===== config.mk =====
export PLATFORM = sky130hd
export DESIGN_NAME = lnrv_exu_flush_sched
export DESIGN_NICKNAME = d
export VERILOG_FILES = /design/src/rtl/lnrv_exu_flush_sched.sv
export SDC_FILE = /design/constraint.sdc
export NUM_CORES = 1
export LEC_CHECK = 0
export BUFFER_PORTS_ARGS = -buffer_cell sky130_fd_sc_hd__buf_2
export CORE_AREA = 2 2 131 133
export CTS_CLUSTER_DIAMETER = 80
export DETAILED_ROUTE_END_ITERATION = 7
export DIE_AREA = 0 0 133 135
export GPL_ROUTABILITY_DRIVEN = 0
export PLACE_DENSITY = 0.73
export SYNTH_ARGS = -nofsm -noshare
export SYNTH_HDL_FRONTEND = slang
export SYNTH_SLANG_ARGS = --single-unit

===== constraint.sdc =====
create_clock -name clk -period 2.25 [get_ports clk]
set_clock_uncertainty 0.15 [all_clocks]
set_input_delay 0.225 -clock clk [delete_from_list [all_inputs] [get_ports clk]]
set_output_delay 0.225 -clock clk [all_outputs]
set_load 0.01 [all_outputs]

===== src/rtl/lnrv_exu_flush_sched.sv =====
// Registered flush scheduler: fixed-priority arbitration of EXU flush sources onto the IFU flush port,
// with a held request until IFU ack and a programmable refill gap afterwards.
module lnrv_exu_flush_sched #(
    parameter int unsigned FLUSH_GAP = 2,
    parameter int unsigned CNT_W     = 4
) (
    input  logic        clk,
    input  logic        reset,
    input  logic        brch_flush_req,
    input  logic [31:0] brch_flush_pc_op1,
    input  logic [31:0] brch_flush_pc_op2,
    input  logic        excp_flush_req,
    input  logic [31:0] excp_flush_pc_op1,
    input  logic [31:0] excp_flush_pc_op2,
    input  logic        irq_flush_req,
    input  logic [31:0] irq_flush_pc_op1,
    input  logic [31:0] irq_flush_pc_op2,
    input  logic        debug_flush_req,
    input  logic [31:0] debug_flush_pc_op1,
    input  logic [31:0] debug_flush_pc_op2,
    output logic        brch_flush_ack,
    output logic        excp_flush_ack,
    output logic        irq_flush_ack,
    output logic        debug_flush_ack,
    output logic        pipe_flush_req,
    input  logic        pipe_flush_ack,
    output logic [31:0] pipe_flush_pc,
    output logic [3:0]  pipe_flush_src,
    output logic        flush_busy,
    output logic [31:0] flush_cnt
);

    localparam logic [CNT_W-1:0] GAP_INIT = CNT_W'(FLUSH_GAP);

    typedef enum logic [1:0] {
        IDLE  = 2'd0,
        ISSUE = 2'd1,
        GAP   = 2'd2
    } state_e;

    state_e             state_q, state_d;
    logic               req_q, req_d;
    logic [31:0]        pc_q, pc_d;
    logic [3:0]         src_q, src_d;
    logic [CNT_W-1:0]   gap_q, gap_d;
    logic [31:0]        flush_cnt_q, flush_cnt_d;
    logic               busy_q, busy_d;

    logic [31:0]        sel_op1, sel_op2, sel_sum;
    logic [3:0]         sel_src;

    // Fixed priority: brch > excp > irq > debug
    always_comb begin
        sel_op1 = debug_flush_pc_op1;
        sel_op2 = debug_flush_pc_op2;
        sel_src = 4'b1000;
        if (brch_flush_req) begin
            sel_op1 = brch_flush_pc_op1;
            sel_op2 = brch_flush_pc_op2;
            sel_src = 4'b0001;
        end else if (excp_flush_req) begin
            sel_op1 = excp_flush_pc_op1;
            sel_op2 = excp_flush_pc_op2;
            sel_src = 4'b0010;
        end else if (irq_flush_req) begin
            sel_op1 = irq_flush_pc_op1;
            sel_op2 = irq_flush_pc_op2;
            sel_src = 4'b0100;
        end
        sel_sum = sel_op1 + sel_op2;
    end

    always_comb begin
        state_d         = state_q;
        req_d           = req_q;
        pc_d            = pc_q;
        src_d           = src_q;
        gap_d           = gap_q;
        flush_cnt_d     = flush_cnt_q;
        brch_flush_ack  = 1'b0;
        excp_flush_ack  = 1'b0;
        irq_flush_ack   = 1'b0;
        debug_flush_ack = 1'b0;
        case (state_q)
            IDLE: begin
                if (brch_flush_req || excp_flush_req || irq_flush_req || debug_flush_req) begin
                    pc_d    = {sel_sum[31:1], 1'b0};
                    src_d   = sel_src;
                    req_d   = 1'b1;
                    state_d = ISSUE;
                end
            end
            ISSUE: begin
                if (pipe_flush_ack) begin
                    brch_flush_ack  = src_q[0];
                    excp_flush_ack  = src_q[1];
                    irq_flush_ack   = src_q[2];
                    debug_flush_ack = src_q[3];
                    flush_cnt_d     = flush_cnt_q + 32'd1;
                    req_d           = 1'b0;
                    if (FLUSH_GAP == 0) begin
                        state_d = IDLE;
                    end else begin
                        state_d = GAP;
                        gap_d   = GAP_INIT;
                    end
                end
            end
            GAP: begin
                if (gap_q <= CNT_W'(1)) begin
                    gap_d   = '0;
                    state_d = IDLE;
                end else begin
                    gap_d = gap_q - CNT_W'(1);
                end
            end
            default: begin
                state_d = IDLE;
                req_d   = 1'b0;
            end
        endcase
        busy_d = (state_d != IDLE);
    end

    always_ff @(posedge clk or posedge reset) begin
        if (reset) begin
            state_q     <= IDLE;
            req_q       <= 1'b0;
            pc_q        <= '0;
            src_q       <= '0;
            gap_q       <= '0;
            flush_cnt_q <= '0;
            busy_q      <= 1'b0;
        end else begin
            state_q     <= state_d;
            req_q       <= req_d;
            pc_q        <= pc_d;
            src_q       <= src_d;
            gap_q       <= gap_d;
            flush_cnt_q <= flush_cnt_d;
            busy_q      <= busy_d;
        end
    end

    assign pipe_flush_req = req_q;
    assign pipe_flush_pc  = pc_q;
    assign pipe_flush_src = src_q;
    assign flush_busy     = busy_q;
    assign flush_cnt      = flush_cnt_q;

endmodule


==> metrics <==
post-route design area 10400 um^2; EDFF count, synth 0; fin crit share 117%; Leak 5.41 nW; Non-Filler Instances 1558; Final Setup Violations 26; via count 7997; Final Power 0.00732 W; Area growth, synth to finish 56.7%; top_reg_cell synth dfrtp_1; DRC violation total after the first TritonRoute iteration 421; Starting Density 40.3%; setup TNS -6110 ps; Layout Nets 1628; multi-input logic area 4810 um^2; CP Max Fanout 6; Clock Power Share 19.3%; largest net degree at the start of global routing 45; Clock Path Buffers 2; DR WL/cell 15.2 um; Reg area 1880 um^2; CTS tree yes; register bit count reported by yosys 75; post-route ant nets 0; most frequent cells in the layout 332 x buf_2, 147 x buf_4, 137 x nand2_1; Critical Path RT 2350 ps; clk_lat worst skew 330 ps; pin slew with the least headroom to its limit 591 ps; cells after synthesis 878; critical path's largest stage delay 360 ps; Buffers on Ports 335; Seq/Total Area, Yosys 28.4%; combinational share of power 53.0%; ys async rst share 100%; Filler Cells Inserted 1425; Core ar. 16400 um^2; Die Area 18000 um^2; Psw 0.00290 W; Final min period 2630 ps; htree depth 3; synth unique cells 51; most frequent CP cell o21ai_1; Tot GR Track Use 25.5%; clk root buf clkbuf_16; DR vias/cell 5.13; DP Wirelength 19.0 mm; final slew viol count 0; initial antenna violation count 2; Fmax 380 MHz; Mean Syn Cell Area 7.53 um^2; Synth Cell Area 6610 um^2; slowest stage cell, crit path ha_1; Remaining Overflow, GRT 0; first-pass GRT wire length 37.0 mm; share of cells above drive strength 1 43.8%; switching portion of total power 39.7%; sequential power share 27.7%; number of CTS-inserted buffers 9; Placed Cells 1519; # rows 47; vias in the first global route 7663; Worst setup EP type flip-flop; Die W 133 um; outcome complete, but fails checks; worst path cell trace buf_16, buf_12, mux2i_1, nor2_1, a21oi_1, o21ai_1, ha_1, nand2_1, o21a_4, o21ai_2, nor4b_2, buf_4, a21oi_4, a31oi_2, xor2_1, o21ai_1; Mapped Nets 1175; type of origin of the critical path input pin; RSZ-0062 raised after global routing yes; yosys warns 0; Cell Int Power 0.00441 W; critical path arrival 2730 ps; worst min path class input pin to flip-flop; Cell Area, Placed 9560 um^2; clk sink count 75; Max VDD drop 473 uV; failing checks negative setup slack; Crit Path Class input pin to flip-flop; DRT Pass-1 Iters 5; Hold Violations, Final 0; Max Cap Viol 0; PwrDens 706 nW/um^2; drt drc 0; Final WS setup -382 ps; most common cell after layout, fill and taps aside buf_2; chip height 135 um; io pins 337; Worst slew margin 60.4%; Routed WL 23.7 mm; Clock transition at path regs 60 ps
-- cell families after synthesis --
logic type,after synthesis,share of synthesized area (%)
XOR/XNOR,58,7.79
AND/OR/NAND/NOR,312,21.0
adder cells (fa/ha/maj),34,6.55
multiplexers,65,9.86
flip-flops,75,28.4
AO/OA/AOI/OAI,268,22.4
other,1,0.0567
buffers and inverters,65,3.97
-- flip-flops by register name (all words and copies together) (netlist names) --
signal	cells
flush_busy	1
flush_cnt	32
gap_q	4
pipe_flush_pc	31
pipe_flush_req	1
pipe_flush_src	4
state_q	2
-- cell usage after synthesis (all sizes together) (8+ instances only) --
library cell	instances	area, um^2
and3	13	86.3
nor3	8	40.0
xor2	17	156
a21o	16	120
o21ai	110	551
nand3	20	100
nand4	13	81.3
clkbuf	38	143
nor2	89	334
xnor2	41	359
buf	16	78.8
mux2i	64	641
a21oi	104	524
and4	8	72.6
ha	33	413
inv	11	41.3
dfrtp	75	1880
nand2	140	526
-- power groups by stage --
stage               sequential (W)  combinational [W]  clock [W]
floorplan                  0.00221            0.00176          0
global placement           0.00202            0.00353          0
detailed placement         0.00205            0.00358          0
CTS                        0.00204            0.00374    0.00144
global route               0.00209            0.00427    0.00149
finish                     0.00203            0.00388    0.00141
-- per-layer routing --
metal / track usage (%) / up-vias / wire length (um)
met4: 9.86 / 0 / 857
met2: 44.9 / 297 / 11600
li1: - / 4010 / -
met3: 3.34 / 43 / 1240
met1: 31.7 / 3647 / 9980
met5: 0 / - / 0
-- worst max-delay path, delay by kind of cell --
kind / cells / cell delay (ps)
AOI/OAI and AO/OA: 7 / 1170
buffers and inverters: 3 / 390
adders and majority gates: 1 / 360
and+or+nand+nor: 3 / 250
muxes: 1 / 180
xor gates and xnor gates: 1 / 150
-- through the flow --
stage               util, %  hold slack [ps]  setup WS, ps
floorplan                 -              182          -548
global placement       58.2              172          -830
detailed placement     58.2              167          -979
CTS                    61.9             43.6          -339
global route           63.2             66.1          -549
finish                 63.2             57.5          -382
-- path summary, 6_finish.rpt --
kind / from / to / slack (ps) / cells past startpoint
setup / recovery: irq_flush_req / pipe_flush_pc[22] / -380 / 16
hold / removal: pipe_flush_ack / pipe_flush_req / 60 / 4
setup reg to reg: state_q[1] / flush_cnt[29] / 120 / 8
hold reg to reg: pipe_flush_pc[16] / pipe_flush_pc[16] / 330 / 2
max in group asynchronous: reset / state_q[0] / 1030 / 4
min in group asynchronous: reset / pipe_flush_pc[8] / 360 / 3
-- repair_timing --
action | in CTS | in global routing
pin swaps | 41 | 41
hold endpoints to repair | 24 | 0
gates resized for setup | 52 | 46
hold buffers | 2 | 0
buffers inserted | 9 | 8
setup endpoints to repair | 28 | 37
cloned | 2 | 0
-- layout make-up --
| type | count | area share (%) |
|---|---|---|
| multi-input cells | 738 | 46.4 |
| repair buffers | 496 | 29.5 |
| flip-flops and latches | 75 | 18.1 |
| well taps | 220 | 2.66 |
| clock buffers | 10 | 2.21 |
| clock inverters | 6 | 0.640 |
| inverters | 11 | 0.435 |
| diodes | 2 | 0.0483 |
(Power assumes the default switching activity.)
